`src/rtl/multi_encoder_decoder.sv`:
```
// N-channel quadrature encoder front end: synchroniser, deglitch, position,
// step period, direction and sticky illegal-transition flag per channel.
module multi_encoder_decoder #(
  parameter int unsigned NCH       = 3,
  parameter int unsigned POS_WIDTH = 16,
  parameter int unsigned PER_WIDTH = 16,
  parameter int unsigned DGL_WIDTH = 4
) (
  input  logic                 clk,
  input  logic                 rst,
  input  logic [2*NCH-1:0]     enc_i,
  input  logic [7:0]           sample_div_i,
  input  logic [DGL_WIDTH-1:0] dgl_len_i,
  input  logic                 we_i,
  input  logic [3:0]           wa_i,
  input  logic [POS_WIDTH-1:0] wd_i,
  input  logic [3:0]           rsel_i,
  input  logic                 clr_err_i,
  output logic [POS_WIDTH-1:0] pos_o,
  output logic [PER_WIDTH-1:0] period_o,
  output logic                 dir_o,
  output logic [NCH-1:0]       err_o,
  output logic [NCH-1:0]       step_o
);

  logic [7:0]           presc_q, presc_d;
  logic                 strobe_c;
  logic [1:0]           sync1_q [NCH], sync1_d [NCH];
  logic [1:0]           sync2_q [NCH], sync2_d [NCH];
  logic [1:0]           cand_q  [NCH], cand_d  [NCH];
  logic [1:0]           filt_q  [NCH], filt_d  [NCH];
  logic [DGL_WIDTH-1:0] dcnt_q  [NCH], dcnt_d  [NCH];
  logic [POS_WIDTH-1:0] pos_q   [NCH], pos_d   [NCH];
  logic [PER_WIDTH-1:0] pcnt_q  [NCH], pcnt_d  [NCH];
  logic [PER_WIDTH-1:0] per_q   [NCH], per_d   [NCH];
  logic [NCH-1:0]       init_q, init_d, dir_q, dir_d, err_q, err_d, step_q, step_d;
  logic [NCH-1:0]       acc_c, cnt_c, bad_c;
  logic [1:0]           dlt_c   [NCH];
  logic [POS_WIDTH-1:0] pos_rb_c;
  logic [PER_WIDTH-1:0] per_rb_c;
  logic                 dir_rb_c;

  // Gray state to a binary phase so a legal step is +/-1 mod 4
  function automatic logic [1:0] phase(input logic [1:0] e);
    return {e[1], e[1] ^ e[0]};
  endfunction

  always_comb begin
    strobe_c = (presc_q == sample_div_i);
    presc_d  = strobe_c ? 8'd0 : presc_q + 8'd1;
    for (int i = 0; i < NCH; i++) begin
      sync1_d[i] = enc_i[2*i +: 2];
      sync2_d[i] = sync1_q[i];
      cand_d[i]  = cand_q[i];
      filt_d[i]  = filt_q[i];
      dcnt_d[i]  = dcnt_q[i];
      pos_d[i]   = pos_q[i];
      pcnt_d[i]  = pcnt_q[i];
      per_d[i]   = per_q[i];
      init_d[i]  = init_q[i];
      dir_d[i]   = dir_q[i];
      step_d[i]  = 1'b0;
      acc_c[i]   = 1'b0;
      cnt_c[i]   = 1'b0;
      bad_c[i]   = 1'b0;
      dlt_c[i]   = 2'(phase(cand_q[i]) - phase(filt_q[i]));

      if (strobe_c) begin
        if (pcnt_q[i] != '1) pcnt_d[i] = pcnt_q[i] + PER_WIDTH'(1);
        if (sync2_q[i] != cand_q[i]) begin
          cand_d[i] = sync2_q[i];
          dcnt_d[i] = '0;
        end else if (cand_q[i] != filt_q[i]) begin
          if (dcnt_q[i] == dgl_len_i) begin
            filt_d[i] = cand_q[i];
            dcnt_d[i] = '0;
            acc_c[i]  = 1'b1;
          end else begin
            dcnt_d[i] = dcnt_q[i] + DGL_WIDTH'(1);
          end
        end else begin
          dcnt_d[i] = '0;
        end
      end

      if (pcnt_q[i] == '1) per_d[i] = '1;

      // First acceptance after reset only establishes the reference
      if (acc_c[i]) begin
        if (!init_q[i]) begin
          init_d[i] = 1'b1;
        end else begin
          cnt_c[i] = (dlt_c[i] == 2'd1) || (dlt_c[i] == 2'd3);
          bad_c[i] = (dlt_c[i] == 2'd2);
        end
      end

      if (cnt_c[i]) begin
        pos_d[i]  = (dlt_c[i] == 2'd1) ? pos_q[i] + POS_WIDTH'(1) : pos_q[i] - POS_WIDTH'(1);
        per_d[i]  = pcnt_q[i];
        pcnt_d[i] = '0;
        dir_d[i]  = (dlt_c[i] == 2'd3);
        step_d[i] = 1'b1;
      end

      if (we_i && (wa_i == 4'(i))) pos_d[i] = wd_i;
      err_d[i] = bad_c[i] | (err_q[i] & ~clr_err_i);
    end
  end

  always_comb begin
    pos_rb_c = '0;
    per_rb_c = '0;
    dir_rb_c = 1'b0;
    for (int i = 0; i < NCH; i++) begin
      if (rsel_i == 4'(i)) begin
        pos_rb_c = pos_q[i];
        per_rb_c = per_q[i];
        dir_rb_c = dir_q[i];
      end
    end
  end

  always_ff @(posedge clk) begin
    if (rst) begin
      presc_q  <= '0;
      init_q   <= '0;
      dir_q    <= '0;
      err_q    <= '0;
      step_q   <= '0;
      pos_o    <= '0;
      period_o <= '0;
      dir_o    <= 1'b0;
      for (int i = 0; i < NCH; i++) begin
        sync1_q[i] <= '0;
        sync2_q[i] <= '0;
        cand_q[i]  <= '0;
        filt_q[i]  <= '0;
        dcnt_q[i]  <= '0;
        pos_q[i]   <= '0;
        pcnt_q[i]  <= '0;
        per_q[i]   <= '0;
      end
    end else begin
      presc_q  <= presc_d;
      init_q   <= init_d;
      dir_q    <= dir_d;
      err_q    <= err_d;
      step_q   <= step_d;
      pos_o    <= pos_rb_c;
      period_o <= per_rb_c;
      dir_o    <= dir_rb_c;
      sync1_q  <= sync1_d;
      sync2_q  <= sync2_d;
      cand_q   <= cand_d;
      filt_q   <= filt_d;
      dcnt_q   <= dcnt_d;
      pos_q    <= pos_d;
      pcnt_q   <= pcnt_d;
      per_q    <= per_d;
    end
  end

  assign err_o  = err_q;
  assign step_o = step_q;

endmodule

```
`config.mk`:
```
export PLATFORM = sky130hd
export DESIGN_NAME = multi_encoder_decoder
export DESIGN_NICKNAME = d
export VERILOG_FILES = /design/src/rtl/multi_encoder_decoder.sv
export SDC_FILE = /design/constraint.sdc
export NUM_CORES = 1
export LEC_CHECK = 0
export CELL_PAD_IN_SITES_DETAIL_PLACEMENT = 0
export CELL_PAD_IN_SITES_GLOBAL_PLACEMENT = 2
export CORE_AREA = 2 2 175 177
export CTS_BUF_LIST = sky130_fd_sc_hd__clkbuf_8
export DETAILED_ROUTE_END_ITERATION = 6
export DIE_AREA = 0 0 177 179
export PLACE_DENSITY_LB_ADDON = 0.15
export SYNTH_ARGS = -nofsm -noshare
export SYNTH_HDL_FRONTEND = slang
export SYNTH_SLANG_ARGS = --single-unit
export TNS_END_PERCENT = 10
```
`constraint.sdc`:
```
create_clock -name clk -period 6.55 [get_ports clk]
set_input_delay 0.655 -clock clk [delete_from_list [all_inputs] [get_ports clk]]
set_output_delay 0.655 -clock clk [all_outputs]
set_load 0.02 [all_outputs]
```
==> impl_metrics.prom <==
# TYPE chip_impl_metric gauge
chip_impl_info{name="status",value="complete, no violations"} 1
chip_impl_metric{name="netSwitchingFraction",unit="%"} 24.85
chip_impl_metric{name="row_count",unit=""} 64
chip_impl_metric{name="crit_path_time_final",unit="ps"} 3916
chip_impl_metric{name="cp.arrival",unit="ps"} 4300
chip_impl_metric{name="worst-endpoint-required",unit="ps"} 6930
chip_impl_metric{name="leakage",unit="nW"} 5.160
chip_impl_metric{name="crit_path_max_incr_delay",unit="ps"} 700
chip_impl_metric{name="synth_area_per_cell",unit="um2"} 8.581
chip_impl_info{name="timing.hold.worst.class",value="flip-flop to flip-flop"} 1
chip_impl_metric{name="final_layout_size_suffix_gt1_share",unit="%"} 7.840
chip_impl_metric{name="report.final.setup_viol",unit=""} 0
chip_impl_metric{name="flip_flop_and_latch_area",unit="um2"} 4664
chip_impl_metric{name="distinct_cell_type_count_after_synthesis",unit=""} 68
chip_impl_metric{name="clkSinkCount",unit=""} 233
chip_impl_metric{name="ys_warn_count",unit=""} 0
chip_impl_metric{name="die_width",unit="um"} 177
chip_impl_metric{name="grt-ovfl-total",unit=""} 0
chip_impl_metric{name="max_cap_viols",unit=""} 0
chip_impl_metric{name="pwr_total",unit="mW"} 2.945
chip_impl_info{name="timing_worst_setup_path_type",value="flip-flop to flip-flop"} 1
chip_impl_metric{name="diodes",unit=""} 0
chip_impl_metric{name="critical_path_buffer_and_inverter_count",unit=""} 0
chip_impl_metric{name="die_area",unit="um2"} 31680
chip_impl_info{name="cts_tree",value="built"} 1
chip_impl_metric{name="wl_per_cell",unit="um"} 17.28
chip_impl_metric{name="ys_seq_area_share",unit="%"} 39.62
chip_impl_metric{name="total_switching_power",unit="mW"} 0.7318
chip_impl_metric{name="detailed_place.area",unit="um2"} 12860
chip_impl_metric{name="drv_slew",unit=""} 0
chip_impl_metric{name="cts_hold_fix_bufs",unit=""} 0
chip_impl_metric{name="num-fill-cells",unit=""} 3031
chip_impl_info{name="slowest_cp_cell",value="a2111oi_0"} 1
chip_impl_info{name="rsz0062_at_grt",value="no"} 1
chip_impl_metric{name="h_tree_levels",unit=""} 2
chip_impl_metric{name="die-height",unit="um"} 179
chip_impl_metric{name="clock_insertion_delay_worst_skew",unit="ps"} 550
chip_impl_metric{name="ys_ff_latch",unit=""} 233
chip_impl_metric{name="finish.utilization",unit="%"} 45.39
chip_impl_metric{name="synthCells",unit=""} 1372
chip_impl_info{name="yosysTopAreaCell",value="dfxtp_1"} 1
chip_impl_metric{name="grt_pass1_vias",unit=""} 9446
chip_impl_metric{name="route.antenna.remaining_nets",unit=""} 0
chip_impl_metric{name="synthArstFlopShare",unit="%"} 0
chip_impl_metric{name="wirelength",unit="um"} 31960
chip_impl_metric{name="initial_utilization",unit="%"} 39.21
chip_impl_metric{name="multi_input_area",unit="um2"} 6644
chip_impl_metric{name="finalSetupTns",unit="ps"} 0
chip_impl_metric{name="final_min_period_over_clock_period",unit="%"} 59.78
chip_impl_metric{name="io_pins",unit=""} 85
chip_impl_metric{name="clkPwrFrac",unit="%"} 43.7
chip_impl_metric{name="cts.repair_timing.setup_buffer_count",unit=""} 0
chip_impl_metric{name="vdd_drop_max",unit="uV"} 105.1
chip_impl_metric{name="numCtsBuffers",unit=""} 41
chip_impl_info{name="postSynth.topFlopCell",value="dfxtp_1"} 1
chip_impl_metric{name="fin_worst_skew",unit="ps"} 11.56
chip_impl_metric{name="grt_pass1_wl",unit="um"} 51070
chip_impl_metric{name="f_max",unit="GHz"} 0.2554
chip_impl_metric{name="slew_headroom",unit="%"} 25.89
chip_impl_metric{name="groute.usage.overall",unit="%"} 20.22
chip_impl_metric{name="max_slew.worst_pin.slew",unit="ps"} 1103
chip_impl_metric{name="vias",unit=""} 9835
chip_impl_metric{name="combinationalPowerShare",unit="%"} 7.4
chip_impl_metric{name="power.density_cell_area",unit="nW/um2"} 216.1
chip_impl_metric{name="power_frac_seq",unit="%"} 48.9
chip_impl_metric{name="io_buffer_count",unit=""} 84
chip_impl_metric{name="largest_net_degree_at_the_start_of_global_routing",unit=""} 84
chip_impl_metric{name="synth_nets",unit=""} 1479
chip_impl_metric{name="netlist_area",unit="um2"} 11770
chip_impl_metric{name="grt_antenna_before_repair",unit=""} 0
chip_impl_metric{name="postLayoutCellArea",unit="um2"} 13630
chip_impl_metric{name="violation_count_after_the_first_detailed_routing_iteration",unit=""} 687
chip_impl_metric{name="cts.path.max_buffers",unit=""} 3
chip_impl_metric{name="synth_top_area_share",unit="%"} 39.62
chip_impl_metric{name="core_area",unit="um2"} 30030
chip_impl_info{name="timing.critical_path.max_delay_family",value="compound AO/OA/AOI/OAI gates"} 1
chip_impl_metric{name="internal_power",unit="mW"} 2.214
chip_impl_info{name="ctsRootBufferMaster",value="clkbuf_8"} 1
chip_impl_metric{name="cts_repair_resize_count",unit=""} 0
chip_impl_metric{name="remaining_drc_errors",unit=""} 0
chip_impl_metric{name="syn2layout_area_growth",unit="%"} 15.76
chip_impl_metric{name="vias_per_cell",unit=""} 5.316
chip_impl_info{name="crit_path_cell_trace",value="xor2_1, ha_1, or2_2, ha_1, a211oi_1, o21ai_0, a2111oi_0, nor3_1, a21oi_1, mux2i_1, xor2_1, a211oi_1"} 1
chip_impl_metric{name="synth-edff-count",unit=""} 0
chip_impl_metric{name="layout.nets",unit=""} 1536
chip_impl_info{name="setup.worst_path.end_class",value="flip-flop"} 1
chip_impl_info{name="timing.critical_path.from_type",value="flip-flop"} 1
chip_impl_metric{name="drt_pre_antenna_iters",unit=""} 6
chip_impl_metric{name="routabilityCongestion",unit=""} 0.7811
chip_impl_info{name="synth.top_cells.by_area",value="dfxtp_1, nor2_1, ha_1"} 1
chip_impl_metric{name="timing_hold_violations_final",unit=""} 0
chip_impl_metric{name="crit_path_max_fanout",unit=""} 18
chip_impl_metric{name="path_clk_slew",unit="ps"} 60
chip_impl_metric{name="detailedPlacementHpwl",unit="um"} 22110
-- metal layers --
metal	wire, um	vias up	track usage (%)
met5	0	-	0
met2	14230	190	32.12
met3	1450	37	3.308
met4	533	0	4.787
met1	15750	4586	28.62
li1	-	5022	-
-- cells by family (layout without fill, tap and decap cells) --
family,after synthesis,count (layout),share of synthesized area (%)
AND/OR/NAND/NOR,557,557,22.42
AO/OA/AOI/OAI,268,268,16.74
flip-flops,233,233,39.62
XOR/XNOR,122,122,9.075
buffers and inverters,115,197,4.113
adder cells (fa/ha/maj),61,61,6.674
multiplexers,16,16,1.360
-- Yosys cell counts, drive strengths merged, types with 20 or more instances --
cell type  count
a21oi         66
nor2b         21
inv           32
nor3          82
clkbuf        62
xor2          42
nand3         30
a311oi        24
nand4         22
ha            58
a211oi        25
xnor2         80
a222oi        33
o21ai         36
nand2        102
buf           20
nor2         221
dfxtp        233
-- path summary, 6_finish.rpt --
check / from / to / slack [ps] / cells past startpoint
setup / recovery: filt_q[3] / pos_q[31] / 2630 / 12
hold reg to reg: sync1_q[0] / sync2_q[0] / 430 / 1
hold / removal: sync1_q[0] / sync2_q[0] / 430 / 1
setup reg to reg: filt_q[3] / pos_q[31] / 2630 / 12
-- cell type report --
type / count / share of cell area [%]
well taps: 396 / 3.635
repair buffers: 96 / 6.812
multi-input cells: 1024 / 48.75
inverters: 33 / 0.9088
flip-flops and latches: 233 / 34.22
clock buffers: 50 / 5.049
clock inverters: 18 / 0.6243
-- state kept, by name, indices dropped and copies added (netlist names), 6 cells and up --
| register | cells |
|---|---|
| cand_q | 6 |
| dcnt_q | 12 |
| filt_q | 6 |
| pcnt_q | 48 |
| per_q | 48 |
| period_o | 16 |
| pos_o | 16 |
| pos_q | 48 |
| presc_q | 8 |
| sync1_q | 6 |
| sync2_q | 6 |
-- power groups by stage --
stage	Sequential (mW)	Clock (mW)	Combinational (mW)
final	1.44	1.29	0.218
after global routing	1.44	1.40	0.243
after CTS	1.44	1.33	0.220
after detailed placement	1.47	0	0.219
after global placement	1.47	0	0.220
after floorplan	1.47	0	0.147
-- placed cells by master (no fill, tap or decap), types with 33 or more instances in the layout --
master and n:
dfxtp_1 233, nor2_1 219, nand2_1 102, clkdlybuf4s50_1 83, xnor2_1 80, nor3_1 78, a21oi_1 66, ha_1 58
clkbuf_8 50, inv_1 45, xor2_1 42, o21ai_0 36, a222oi_1 33
-- stage by stage --
step / std cells / hold WS [ps] / worst slack [ps]
2_1_floorplan: 1372 / 413.8 / 2900
3_3_place_gp: 1782 / 422.5 / 2651
3_5_place_dp: 1782 / 425.5 / 2609
4_1_cts: 1850 / 440.5 / 2579
5_1_grt: 1850 / 462.3 / 2167
6_report: 1850 / 434.3 / 2634
Note: power is estimated with default switching activity, not from simulation.
